$ cat config.mk
export PLATFORM = sky130hd
export DESIGN_NAME = game_dumper_flat
export DESIGN_NICKNAME = d
export VERILOG_FILES = /design/src/rtl/game_dumper_pkg.sv /design/src/rtl/game_dumper_if.sv /design/src/rtl/game_dumper_ines_header_gen.sv /design/src/rtl/game_dumper.sv /design/src/flat_wrapper.sv
export SDC_FILE = /design/constraint.sdc
export NUM_CORES = 1
export LEC_CHECK = 0
export BUFFER_PORTS_ARGS = -buffer_cell sky130_fd_sc_hd__buf_4
export CORE_ASPECT_RATIO = 1.75
export CORE_MARGIN = 2
export CORE_UTILIZATION = 29
export DETAILED_ROUTE_END_ITERATION = 8
export GPL_ROUTABILITY_DRIVEN = 0
export SLEW_MARGIN = 20
export SYNTH_ARGS = -nofsm -noshare
export SYNTH_HDL_FRONTEND = slang
export SYNTH_SLANG_ARGS = --single-unit
$ cat constraint.sdc
create_clock -name clk -period 2.8 [get_ports clk]
set_clock_uncertainty 0.15 [all_clocks]
set_input_delay 0.14 -clock clk [delete_from_list [all_inputs] [get_ports clk]]
set_output_delay 0.14 -clock clk [all_outputs]
set_load 0.03 [all_outputs]
$ cat src/rtl/game_dumper_pkg.sv
// Shared definitions for the cartridge loader and dumper: mapper_flags layout,
// iNES constants, SDRAM layout and the dumper FSM state type.
package game_dumper_pkg;

   localparam int MAPPER_LSB   = 0;
   localparam int MAPPER_W     = 8;
   localparam int PRG_SIZE_LSB = 8;
   localparam int PRG_SIZE_W   = 3;
   localparam int CHR_SIZE_LSB = 11;
   localparam int CHR_SIZE_W   = 3;
   localparam int MIRROR_BIT   = 14;
   localparam int CHR_RAM_BIT  = 15;

   localparam logic [31:0] INES_MAGIC       = 32'h4E45_531A;
   localparam int          PRG_BANK_SHIFT   = 14;
   localparam int          CHR_BANK_SHIFT   = 13;
   localparam logic [21:0] CHR_BASE_DEFAULT = 22'h200000;

   typedef enum logic [2:0] {
      ST_IDLE,
      ST_HDR,
      ST_RD_REQ,
      ST_SEND,
      ST_DONE
   } state_t;

   typedef struct packed {
      logic [MAPPER_W-1:0]   mapper;
      logic [PRG_SIZE_W-1:0] prg_size;
      logic [CHR_SIZE_W-1:0] chr_size;
      logic                  mirroring;
      logic                  has_chr_ram;
   } flags_t;

   function automatic flags_t decode_flags(input logic [15:0] w);
      flags_t f;
      f.mapper      = w[MAPPER_LSB +: MAPPER_W];
      f.prg_size    = w[PRG_SIZE_LSB +: PRG_SIZE_W];
      f.chr_size    = w[CHR_SIZE_LSB +: CHR_SIZE_W];
      f.mirroring   = w[MIRROR_BIT];
      f.has_chr_ram = w[CHR_RAM_BIT];
      return f;
   endfunction

   // Bank count in iNES units; size 7 gives 128, which still fits a byte.
   function automatic logic [7:0] bank_count(input logic [2:0] log2);
      return 8'd1 << log2;
   endfunction

endpackage

$ cat src/rtl/game_dumper_if.sv
// Memory read port and outgoing byte stream of the game dumper.
interface game_dumper_if;
   // A byte moves on a rising edge with out_valid && out_ready; once out_valid
   // is high, out_data holds until that edge. mem_rd holds mem_addr until a
   // cycle with mem_ack, which may coincide with the first mem_rd cycle.
   logic [21:0] mem_addr;
   logic        mem_rd;
   logic        mem_ack;
   logic [7:0]  mem_rdata;
   logic        mem_refresh;
   logic [7:0]  out_data;
   logic        out_valid;
   logic        out_ready;

   modport master (
      output mem_addr, mem_rd, mem_refresh, out_data, out_valid,
      input  mem_ack, mem_rdata, out_ready
   );

   modport slave (
      input  mem_addr, mem_rd, mem_refresh, out_data, out_valid,
      output mem_ack, mem_rdata, out_ready
   );
endinterface

$ cat src/rtl/game_dumper_ines_header_gen.sv
// Combinational 16-byte iNES header ROM built from the latched cartridge flags.
module game_dumper_ines_header_gen
   import game_dumper_pkg::*;
(
   input  logic [7:0] mapper,
   input  logic       mirroring,
   input  logic [7:0] prg_cnt,
   input  logic [7:0] chr_cnt,
   input  logic [3:0] idx,
   output logic [7:0] hdr_byte
);

   always_comb begin
      hdr_byte = 8'h00;
      case (idx)
         4'd0:    hdr_byte = INES_MAGIC[31:24];
         4'd1:    hdr_byte = INES_MAGIC[23:16];
         4'd2:    hdr_byte = INES_MAGIC[15:8];
         4'd3:    hdr_byte = INES_MAGIC[7:0];
         4'd4:    hdr_byte = prg_cnt;
         4'd5:    hdr_byte = chr_cnt;
         4'd6:    hdr_byte = {mapper[3:0], 3'b000, mirroring};
         4'd7:    hdr_byte = {mapper[7:4], 4'b0000};
         default: hdr_byte = 8'h00;
      endcase
   end

endmodule

$ cat src/rtl/game_dumper.sv
// Streams the loaded game out of SDRAM as an iNES image: header, PRG, CHR.
// One read per byte, no prefetch; refresh is slotted into gaps between reads.
module game_dumper
   import game_dumper_pkg::*;
#(
   parameter logic [21:0] CHR_BASE         = CHR_BASE_DEFAULT,
   parameter int unsigned REFRESH_INTERVAL = 8
)(
   input  logic                 clk,
   input  logic                 reset,
   input  logic                 start,
   input  logic [31:0]          mapper_flags,
   game_dumper_if.master        bus,
   output logic                 busy,
   output logic                 done,
   output logic [21:0]          bytes_left,
   output state_t               state_dbg
);

   localparam logic [7:0] REFRESH_LAST = 8'(REFRESH_INTERVAL - 1);

   state_t      state_q, state_d;
   flags_t      flags_in;
   logic [7:0]  mapper_q;
   logic        mirror_q;
   logic [7:0]  prg_cnt_q, chr_cnt_q;
   logic [3:0]  hdr_idx_q;
   logic [21:0] addr_q, left_q, left_dec;
   logic [7:0]  data_q, hdr_byte, ref_cnt_q;
   logic        region_chr_q, active, refresh_now, rd_req, rd_done;

   wire unused_flags = ^mapper_flags[31:16];

   assign flags_in    = decode_flags(mapper_flags[15:0]);
   assign active      = (state_q == ST_HDR) || (state_q == ST_RD_REQ) || (state_q == ST_SEND);
   assign refresh_now = active && (ref_cnt_q == REFRESH_LAST);
   // Refresh wins the cycle; the read request simply starts one cycle later.
   assign rd_req      = (state_q == ST_RD_REQ) && !refresh_now;
   assign rd_done     = rd_req && bus.mem_ack;
   assign left_dec    = left_q - 22'd1;

   assign bus.mem_addr = addr_q;
   assign bytes_left   = left_q;
   assign state_dbg    = state_q;

   game_dumper_ines_header_gen u_hdr (
      .mapper    (mapper_q),
      .mirroring (mirror_q),
      .prg_cnt   (prg_cnt_q),
      .chr_cnt   (chr_cnt_q),
      .idx       (hdr_idx_q),
      .hdr_byte  (hdr_byte)
   );

   always_ff @(posedge clk) begin
      if (reset) state_q <= ST_IDLE;
      else       state_q <= state_d;
   end

   always_comb begin
      state_d         = state_q;
      busy            = active;
      done            = (state_q == ST_DONE);
      bus.out_valid   = 1'b0;
      bus.out_data    = 8'h00;
      bus.mem_rd      = rd_req;
      bus.mem_refresh = refresh_now;
      case (state_q)
         ST_IDLE, ST_DONE: if (start) state_d = ST_HDR;
         ST_HDR: begin
            bus.out_valid = 1'b1;
            bus.out_data  = hdr_byte;
            if (bus.out_ready && hdr_idx_q == 4'd15) state_d = ST_RD_REQ;
         end
         ST_RD_REQ: if (rd_done) state_d = ST_SEND;
         ST_SEND: begin
            bus.out_valid = 1'b1;
            bus.out_data  = data_q;
            if (bus.out_ready) begin
               if (left_dec != 22'd0)                     state_d = ST_RD_REQ;
               else if (!region_chr_q && chr_cnt_q != 0)  state_d = ST_RD_REQ;
               else                                       state_d = ST_DONE;
            end
         end
         default: state_d = ST_IDLE;
      endcase
   end

   always_ff @(posedge clk) begin
      if (reset) begin
         mapper_q     <= '0;
         mirror_q     <= 1'b0;
         prg_cnt_q    <= '0;
         chr_cnt_q    <= '0;
         hdr_idx_q    <= '0;
         addr_q       <= '0;
         left_q       <= '0;
         data_q       <= '0;
         region_chr_q <= 1'b0;
      end else begin
         case (state_q)
            ST_IDLE, ST_DONE: if (start) begin
               mapper_q  <= flags_in.mapper;
               mirror_q  <= flags_in.mirroring;
               prg_cnt_q <= bank_count(flags_in.prg_size);
               chr_cnt_q <= flags_in.has_chr_ram ? 8'd0 : bank_count(flags_in.chr_size);
               hdr_idx_q <= '0;
            end
            ST_HDR: if (bus.out_ready) begin
               hdr_idx_q <= hdr_idx_q + 4'd1;
               if (hdr_idx_q == 4'd15) begin
                  addr_q       <= '0;
                  left_q       <= 22'(prg_cnt_q) << PRG_BANK_SHIFT;
                  region_chr_q <= 1'b0;
               end
            end
            ST_RD_REQ: if (rd_done) data_q <= bus.mem_rdata;
            ST_SEND: if (bus.out_ready) begin
               if (left_dec == 22'd0 && !region_chr_q && chr_cnt_q != 0) begin
                  addr_q       <= CHR_BASE;
                  left_q       <= 22'(chr_cnt_q) << CHR_BANK_SHIFT;
                  region_chr_q <= 1'b1;
               end else begin
                  addr_q <= addr_q + 22'd1;
                  left_q <= left_dec;
               end
            end
            default: ;
         endcase
      end
   end

   always_ff @(posedge clk) begin
      if (reset || !active || refresh_now || rd_req) ref_cnt_q <= '0;
      else                                           ref_cnt_q <= ref_cnt_q + 8'd1;
   end

endmodule

$ cat src/flat_wrapper.sv
// flat-port wrapper written by rule: the top's interface ports become plain ports
module game_dumper_flat import game_dumper_pkg::*;
#(
   parameter logic [21:0] CHR_BASE         = CHR_BASE_DEFAULT,
   parameter int unsigned REFRESH_INTERVAL = 8
)
  (clk, reset, start, mapper_flags, busy, done, bytes_left, state_dbg, bus_mem_addr, bus_mem_rd, bus_mem_refresh, bus_out_data, bus_out_valid, bus_mem_ack, bus_mem_rdata, bus_out_ready);
  game_dumper_if bus_i ();
  input  logic clk;
  input  logic reset;
  input  logic start;
  input  logic [31:0] mapper_flags;
  output logic busy;
  output logic done;
  output logic [21:0] bytes_left;
  output state_t state_dbg;
  output wire logic [$bits(bus_i.mem_addr)-1:0] bus_mem_addr;
  output wire logic [$bits(bus_i.mem_rd)-1:0] bus_mem_rd;
  output wire logic [$bits(bus_i.mem_refresh)-1:0] bus_mem_refresh;
  output wire logic [$bits(bus_i.out_data)-1:0] bus_out_data;
  output wire logic [$bits(bus_i.out_valid)-1:0] bus_out_valid;
  input wire logic [$bits(bus_i.mem_ack)-1:0] bus_mem_ack;
  input wire logic [$bits(bus_i.mem_rdata)-1:0] bus_mem_rdata;
  input wire logic [$bits(bus_i.out_ready)-1:0] bus_out_ready;
  assign bus_mem_addr = bus_i.mem_addr;
  assign bus_mem_rd = bus_i.mem_rd;
  assign bus_mem_refresh = bus_i.mem_refresh;
  assign bus_out_data = bus_i.out_data;
  assign bus_out_valid = bus_i.out_valid;
  assign bus_i.mem_ack = bus_mem_ack;
  assign bus_i.mem_rdata = bus_mem_rdata;
  assign bus_i.out_ready = bus_out_ready;
  game_dumper #(.CHR_BASE(CHR_BASE), .REFRESH_INTERVAL(REFRESH_INTERVAL)) u_core (.clk(clk), .reset(reset), .start(start), .mapper_flags(mapper_flags), .bus(bus_i), .busy(busy), .done(done), .bytes_left(bytes_left), .state_dbg(state_dbg));
endmodule
* Word level (Yosys, flattened, before mapping)
Cells that the tools add are included.
** Word-level totals
- Input port bits :: 45
- Register bits :: 93
- Logic and storage cells :: 96
** Operators by class
- Reduce and logical (&&, ||, !) cells :: 30
- Add/subtract/negate cells :: 4
- Equal/unequal tests :: 20
- Mux-type cells :: 29
- Shift operators :: 2
** Operators by type and width (number)
- 22-bit two-way mux :: 8
- 22-bit one-hot mux with 2 select lines :: 2
- 8-bit one-hot mux with 8 select lines :: 1
- 22-bit by 1-bit adder with 22-bit output (second input constant) :: 1
- 22-bit zero test :: 1
- 22-bit nonzero test :: 1
- 22-bit by 1-bit subtractor with 22-bit output (second input constant) :: 1
- 3-bit two-way mux :: 6
- 4-bit by 3-bit == test with 1-bit output (second input constant) :: 4
- 8-bit one-hot mux with 2 select lines :: 1
- 1-bit by 3-bit << shifter with 8-bit output (first input constant) :: 2
- 2-bit != test (second input constant) :: 6
- 3-bit one-hot mux with 4 select lines :: 1
- 8-bit by 1-bit adder with 8-bit output (second input constant) :: 1
- 4-bit by 2-bit == test with 1-bit output (second input constant) :: 2
- 8-bit by 3-bit == test with 1-bit output (second input constant) :: 1
- 4-bit two-way mux :: 2
- 8-bit two-way mux :: 1
- 4-bit one-hot mux with 2 select lines :: 1
- 4-bit AND reduction :: 2
- 8-bit nonzero test :: 1
- 1-bit logical AND :: 7
- 3-bit by 2-bit == test with 1-bit output (second input constant) :: 2
- 1-bit logical OR :: 5
- 16 further kinds :: 25

* Depth between registers and ports, before layout
Gate-level depths: netlist (run 1).
- Word-level depth :: 9
- Gate-level depth with buffers :: 12

* Modules after synthesis
From an unflattened synthesis (run 1), not the netlist that was laid out.
** Second synthesis, totals
- Cells, all modules :: 605
- Area total of the unflattened synthesis :: 4983.5 um^2
** By module, submodules not included
- game_dumper :: cells an instance 570, instances 1, area an instance 4707.0 um^2
- game_dumper_ines_header_gen :: cells an instance 35, instances 1, area an instance 276.5 um^2

* Least setup slack after synthesis (run 1)
Ideal clock, no wire load.
- Path type :: register to output
- From :: reg u_core.hdr_idx_q[0]
- To :: out bus_out_data[5]
- Path slack :: -0.299 ns
- Arrival :: 2.809 ns
- Path buffers :: 1
- Stages on the path, launching flop included :: 7
- Required time :: 2.510 ns
- Path through :: dfxtp_1 -> ha_1 -> clkbuf_1 -> nor2_1 -> a2111oi_0 -> nand2_1 -> o21ai_0
** Between the ends
- Cells in the longest elaborated chain, start to end :: 3
- Elaborated cells between the ends (all ways) :: 10
- Those cells by class :: 7 x eq/ne; 2 x mux; 1 x reduce/logical
** Ends and longest elaborated chain
- start: declaration :: RTL line game_dumper.sv:27 : logic [3:0] hdr_idx_q;
- start signal: assignment :: RTL line game_dumper.sv:110 : hdr_idx_q <= hdr_idx_q + 4'd1;
- 4-bit by 3-bit == test with 1-bit output (tied with other cells) :: RTL line game_dumper_ines_header_gen.sv:15 : case (idx)
- 8-bit one-hot mux with 8 select lines * :: RTL line game_dumper_ines_header_gen.sv:15
- 8-bit one-hot mux with 2 select lines * :: RTL line game_dumper.sv:68 : case (state_q)
- end: declaration :: RTL line flat_wrapper.sv:20 : output wire logic [$bits(bus_i.out_data)-1:0] bus_out_data;
Every way passes the cells marked *; elsewhere a longest branch is shown, timed or not.

* Final worst setup path (run 1)
- From :: reg u_core.left_q[13] (netlist: u_core.bytes_left[13])
- To :: reg u_core.left_q[4] (netlist: u_core.bytes_left[4])
** Between the ends
- Cells in the longest elaborated chain, start to end :: 7
** Ends and longest elaborated chain
- start: declaration :: RTL line game_dumper.sv:28 : logic [21:0] addr_q, left_q, left_dec;
- start signal: assignment :: RTL line game_dumper.sv:113 : left_q <= 22'(prg_cnt_q) << PRG_BANK_SHIFT;
- start signal: assignment :: RTL line game_dumper.sv:121 : left_q <= 22'(chr_cnt_q) << CHR_BANK_SHIFT;
- start signal: assignment :: RTL line game_dumper.sv:125 : left_q <= left_dec;
- 22-bit by 1-bit subtractor with 22-bit output :: RTL line game_dumper.sv:40 : assign left_dec = left_q - 22'd1;
- 22-bit zero test :: RTL line game_dumper.sv:119 : if (left_dec == 22'd0 && !region_chr_q && chr_cnt_q != 0) begin
- 1-bit logical AND (2 in a row) :: RTL line game_dumper.sv:119
- 22-bit two-way mux :: RTL line game_dumper.sv:119
- 22-bit two-way mux :: RTL line game_dumper.sv:118 : ST_SEND: if (bus.out_ready) begin
- 22-bit one-hot mux with 2 select lines :: RTL line game_dumper.sv:101 : case (state_q)
Every way passes these cells. The select of a mux whose other input is x is not followed.
A chain may end at the register's enable or synchronous reset.

==> results of run 1 <==
==> registers in the layout, indices dropped and copies added (netlist names) <==
register and flops:
u_core.mirror_q 1, u_core.data_q 8, u_core.mapper_q 8, u_core.region_chr_q 1
u_core.ref_cnt_q 8, u_core.prg_cnt_q 8, u_core.bus.mem_addr 22, u_core.state_dbg 3
u_core.chr_cnt_q 8, u_core.bytes_left 22, u_core.hdr_idx_q 4
==> repair_timing <==
action / in CTS / in global routing
hold buffers: 27 / 0
cloned: 1 / 0
endpoints found under the hold margin: 26 / 0
pin swaps: 2 / 1
gates resized for setup: 12 / 15
buffers inserted: 1 / 1
setup endpoints to repair: 45 / 47
==> critical path: cells and delay by family, from the launching register on <==
family,cells,cell delay [ns]
AOI/OAI and AO/OA,3,0.47
DFF,1,0.32
and+or+nand+nor,4,1.62
buffers and inverters,1,0.16
==> worst paths after layout <==
path / from / end / slack [ns] / cells past startpoint
setup reg to reg: u_core.bytes_left[13]$_SDFFE_PP0P_ / u_core.bytes_left[4]$_SDFFE_PP0P_ / -0.03 / 8
hold / removal: bus_out_ready / u_core.hdr_idx_q[1]$_SDFFE_PP0P_ / 0.02 / 3
hold reg to reg: u_core.ref_cnt_q[0]$_SDFF_PP0_ / u_core.ref_cnt_q[0]$_SDFF_PP0_ / 0.29 / 1
setup / recovery: u_core.bytes_left[13]$_SDFFE_PP0P_ / u_core.bytes_left[4]$_SDFFE_PP0P_ / -0.03 / 8
==> layout by cell type (no fill, tap or decap), drive strengths merged, types with 7 or more instances in the layout <==
cell type | netlist | layout
a22oi | 9 | 9
o21ai | 19 | 19
buf | 14 | 148
xnor2 | 25 | 25
nor4 | 9 | 9
or3 | 13 | 13
inv | 14 | 19
ha | 8 | 8
nor3 | 50 | 50
a22o | 8 | 8
nand4 | 10 | 10
nand2 | 67 | 67
dfxtp | 93 | 93
a21oi | 41 | 41
nand3 | 24 | 24
xor2 | 13 | 13
o22ai | 7 | 7
clkbuf | 28 | 9
mux2i | 8 | 8
nor2 | 63 | 63
dlygate4sd3 | 0 | 27
==> final cells by class <==
class	count	area, um^2
fillers	1716	9580
multi-input cells	463	2930
flip-flops and latches	93	1880
repair buffers	176	1440
well taps	224	280
clock buffers	9	225
clock inverters	7	62.6
inverters	14	52.6
==> Yosys cell counts (6+ instances only) <==
master and n:
dfxtp_1 93, nand2_1 67, nor2_1 63, nor3_1 50, a21oi_1 41, clkbuf_1 27
xnor2_1 25, nand3_1 24, o21ai_0 18, inv_1 14, or3_1 13, xor2_1 13
nand4_1 10, a22oi_1 9, nor4_1 9, a22o_1 8, ha_1 8, mux2i_1 8
o22ai_1 7, and3_1 6, buf_2 6, nand2b_1 6, nor4b_1 6, o31ai_1 6
==> per-layer routing <==
| layer | vias to the layer above | global-route usage (%) |
|---|---|---|
| met5 | - | 0 |
| met4 | 0 | 9.61 |
| met3 | 43 | 3.62 |
| met2 | 150 | 32.6 |
| met1 | 2365 | 18.9 |
| li1 | 2503 | - |
==> kinds of logic (layout without fill, tap and decap cells) <==
logic type	Yosys count	in the layout
AOI/OAI and AO/OA	130	130
muxes	8	8
and+or+nand+nor	279	279
DFF	93	93
adders and majority gates	8	8
xor gates and xnor gates	38	38
buffers and inverters	56	206
==> metrics by stage <==
| stage | TNS (ns) | hold WS [ns] | util, % | setup WS, ns |
|---|---|---|---|---|
| after CTS | -0.472 | 0.00628 | 41.3 | -0.0318 |
| after floorplan | -3.56 | 0.0923 | - | -0.144 |
| final | -0.269 | 0.0213 | 41.8 | -0.0330 |
| after detailed placement | -3.17 | 0.218 | 37.3 | -0.115 |
| after global routing | -3.67 | 0.0407 | 41.8 | -0.129 |
| after global placement | -1.56 | 0.219 | 37.3 | -0.0728 |
==> power groups by stage <==
stage	clock network (W)	logic [W]	registers (W)
6_report	0.00121	0.000228	0.00136
3_3_place_gp	0	0.000199	0.00139
3_5_place_dp	0	0.000199	0.00139
5_1_grt	0.00128	0.000249	0.00136
2_1_floorplan	0	0.000111	0.00138
4_1_cts	0.00123	0.000228	0.00135
==> impl_metrics.toml, run 1 <==
[outcome]
status = "complete, but fails checks"
violations = "setup timing"

[floorplan]
rows = 62
start_util_pct = 29.7
die_w_um = 102
die-height_um = 176
io-pin-count = 105
core_area_um2 = 16400
die_area_um2 = 17900

[timing]
rsz0062_at_grt = "yes"
post-route-period-util_pct = 101
setup_viol = 23
fmax_mhz = 353
period_needed_ns = 2.83
max_slew_margin_pct = 61.8
tightestPinTransition_ns = 0.573
fin_ws_ns = -0.0330
finalHoldViolations = 0
maxSlewViolCount = 0

[synth]
muxShareOfSynthArea_pct = 1.64
synthXorXnorAreaFrac_pct = 6.82
ys_ff_latch = 93
synth-compound-area-share_pct = 18.0
ys_seq_area_share_pct = 38.1
synth_top_family_by_area = "simple AND/OR/NAND/NOR gates"
yosysTopAreaCell = "dfxtp_1"
async_flop_share_pct = 0
synth-edff-count = 0
syn_nets = 665
synthDominantCellAreaShare_pct = 38.1
synth_fa_ha_area_share_pct = 2.05
synth_ff_type = "dfxtp_1"
ys_types = 67
synth.yosys.warnings = 0
synthSimpleGateAreaFrac_pct = 28.3
synthesis.area_um2 = 4880
syn_area_per_cell_um2 = 7.98
synthTopCellsByArea = "dfxtp_1 (38%), nand2_1 (5.1%), nor3_1 (5.1%)"
netlist_instances = 612

[drt]
wl_met3_um = 826
highest_layer = "met4"
post_drt_wl_per_cell_um = 16.1
met2_length_um = 8470
dr.pass1.iters = 5
ant_nets = 0
vias = 5061
drt_iter0_drc = 221
drt-total-wl_um = 15900
drc = 0
vias_per_cell = 5.13
met1Wirelength_um = 5880

[setup_path]
endpoint_kind = "register"
crit_chain = "or3_4 > or4_4 > o21ai_4 > a2111oi_4 > and4b_2 > or3_1 > buf_12 > o311ai_2"
crit_fanout = 10
slowest_delay_ns = 0.58
crit_slowest_cell = "or4_4"
worstSetupPathType = "reg -> reg"
arrival_ns = 2.94
cp.required_ns = 2.91
crit_path_start_kind = "register"

[grt]
grt_max_degree = 48
overflow = 0
grt_pass1_wl_um = 25200
grtUsageTotal_pct = 18.0
grt_pass1_vias = 5067
antenna_found_initial = 0

[clock_tree]
cts_tree = "built"
h-tree-depth = 3
path_clk_slew_ns = 0.08
clkSinkCount = 93
clock_path_buffers = 2
clk_latency_ns = 0.35
cts-root-buf = "clkbuf_16"
cts-buffers-inserted = 9

[worst_hold_path]
hold_path.class = "in -> reg"

[pwr]
intPower_w = 0.00206
p_leak_nw = 2.76
pwr-share-comb_pct = 8.2
power_w = 0.00279
p_seq_share_pct = 48.6
irDropWorstVdd_uv = 334
p_clk_share_pct = 43.2
p_per_area_nw_per_um2 = 406
p_sw_share_pct = 26.0
switchingPower_w = 0.000725

[place]
post-dp-hpwl_um = 11600
place_inst = 940
dpl_cell_area_um2 = 6140
portBuffers = 88

[final_layout]
diodes = 0
nNetsFinal = 810
instances_no_fill = 986
drive_gt1_share_pct = 27.7
syn_to_final_growth_pct = 40.6
design_area_um2 = 6870

[run]
cap_violations = 0
Note: power is estimated with default switching activity, not from simulation.
==> run 2: changes to the inputs <==
--- a/config.mk
+++ b/config.mk
@@ -6,7 +6,7 @@
 export NUM_CORES = 1
 export LEC_CHECK = 0
 export BUFFER_PORTS_ARGS = -buffer_cell sky130_fd_sc_hd__buf_4
-export CORE_ASPECT_RATIO = 1.75
+export CORE_ASPECT_RATIO = 1.25
 export CORE_MARGIN = 2
 export CORE_UTILIZATION = 29
 export DETAILED_ROUTE_END_ITERATION = 8
==> impl_metrics.toml, run 2 (synthesis results as in run 1) <==
[setup_path]
endpoint_kind = "register"
crit_fanout = 10
worstSetupPathType = "reg -> reg"
arrival_ns = 2.89
crit_path_start_kind = "register"
cp.required_ns = 2.87

[drt]
ant_nets = 0
met2_length_um = 7910
drt-total-wl_um = 16000
met1Wirelength_um = 6920
drt_iter0_drc = 285
vias_per_cell = 5.16
wl_met3_um = 718
dr.pass1.iters = 7
post_drt_wl_per_cell_um = 16.2
highest_layer = "met4"
drc = 0
vias = 5087

[final_layout]
instances_no_fill = 985
mostFrequentLayoutCell = "buf_4"
diodes = 0
syn_to_final_growth_pct = 42.4
drive_gt1_share_pct = 28.5
final_cell_mix = "buf_4 (145), dfxtp_1 (87), nand2_1 (66), nor2_1 (62), nor3_1 (45)"
n_fill_cell = 1691
nNetsFinal = 813

[pwr]
irDropWorstVdd_uv = 261
pwr-share-comb_pct = 8.0
p_leak_nw = 2.81
p_seq_share_pct = 47.4
p_sw_share_pct = 23.8
power_w = 0.00286
p_per_area_nw_per_um2 = 411
intPower_w = 0.00218
p_clk_share_pct = 44.5
switchingPower_w = 0.000681

[grt]
grtUsageTotal_pct = 17.7
grt_max_degree = 43
grt_pass1_wl_um = 25100
overflow = 0
antenna_found_initial = 0
grt_pass1_vias = 4855

[timing]
post-route-period-util_pct = 101
finalHoldViolations = 0
fin_ws_ns = -0.0152
setup_viol = 10
rsz0062_at_grt = "yes"
tightestPinTransition_ns = 0.520
period_needed_ns = 2.82
maxSlewViolCount = 0
holdWs_ns = 0.0194
fmax_mhz = 355
max_slew_margin_pct = 65.3

[place]
post-dp-hpwl_um = 11300
portBuffers = 88
pre_cts_slack_ns = -0.0655
place_inst = 938

[outcome]
status = "complete, but fails checks"
violations = "setup timing"

[clock_tree]
cts-buffers-inserted = 9
clk_latency_ns = 0.35
clock_path_buffers = 2
clkSinkCount = 93
h-tree-depth = 3
cts-root-buf = "clkbuf_16"
path_clk_slew_ns = 0.07
cts_tree = "built"

[floorplan]
die_w_um = 120
io-pin-count = 105
die_area_um2 = 17900
core_area_um2 = 16600
die-height_um = 149
rows = 53
start_util_pct = 29.3

[run]
cap_violations = 0

[worst_hold_path]
hold_path.class = "in -> reg"
## run 2: cell count changes in the layout (fill, tap and decap cells not counted), moves of 2 or more
cell      change
dfxtp_2       -3
nand3_1       -2
dfxtp_1       +2
nand3_2       +2
or3_1         -3
inv_6         -2
buf_6         +3
clkbuf_8      +2
or3_4         +3
inv_8         -2
## run 2: cell type report
type / count / area [um^2] / share of cell area, %
clock inverter: 5 / 58.8 / 0.845
tap: 220 / 275 / 3.96
inverter: 14 / 52.6 / 0.756
clock buffer: 11 / 253 / 3.63
sequential: 93 / 1880 / 27.0
timing repair buffer: 179 / 1460 / 21.0
multi-input combinational: 463 / 2980 / 42.8
## run 2: per-layer routing
layer  global-route usage (%)  vias up
met5                        0        -
met1                     21.8     2427
li1                         -     2515
met2                     30.0      114
met3                     2.87       31
met4                     8.41        0
## run 2: worst paths after layout
| path | endpoint | cells after the start | slack (ns) | startpoint |
|---|---|---|---|---|
| worst max-delay path | u_core.bus.mem_addr[9]$_SDFFE_PP0P_ | 8 | -0.02 | u_core.bytes_left[4]$_SDFFE_PP0P_ |
| worst min-delay path | u_core.chr_cnt_q[1]$_SDFFE_PP0P_ | 4 | 0.02 | mapper_flags[15] |
| worst max register to register | u_core.bus.mem_addr[9]$_SDFFE_PP0P_ | 8 | -0.02 | u_core.bytes_left[4]$_SDFFE_PP0P_ |
| worst min register to register | u_core.ref_cnt_q[0]$_SDFF_PP0_ | 1 | 0.29 | u_core.ref_cnt_q[0]$_SDFF_PP0_ |
## run 2: power groups by stage
stage	Combinational, W	Sequential (W)	Clock [W]
5_1_grt	0.000249	0.00136	0.00135
3_5_place_dp	0.000199	0.00139	0
4_1_cts	0.000228	0.00136	0.00131
6_report	0.000229	0.00136	0.00127
3_3_place_gp	0.000199	0.00139	0
2_1_floorplan	0.000111	0.00138	0
## run 2: critical path: stages (launching register included)
cell and delay, ns:
dfxtp_4 0.34, or3_4 0.40, or4_4 0.53, a21o_1 0.19, a2111oi_2 0.34, and4b_2 0.31, o21a_4 0.19, clkbuf_16 0.17
nor3_1 0.05
## run 2: what timing repair did
action | 4_1_cts | 5_1_grt
endpoints found under the hold margin | 27 | 0
gates cloned | 0 | 1
buffers inserted | 0 | 3
pin swaps | 2 | 8
endpoints found under the setup margin | 28 | 48
hold buffers | 28 | 0
resized for setup | 7 | 32
## run 2: per-stage QoR
step                area (um^2)  util, %  setup TNS, ns
floorplan                  4980        -          -3.56
global placement           6150     36.9         -0.147
detailed placement         6150     36.9         -0.635
CTS                        6770     40.7              0
global route               6960     41.8          -1.65
finish                     6960     41.8         -0.117
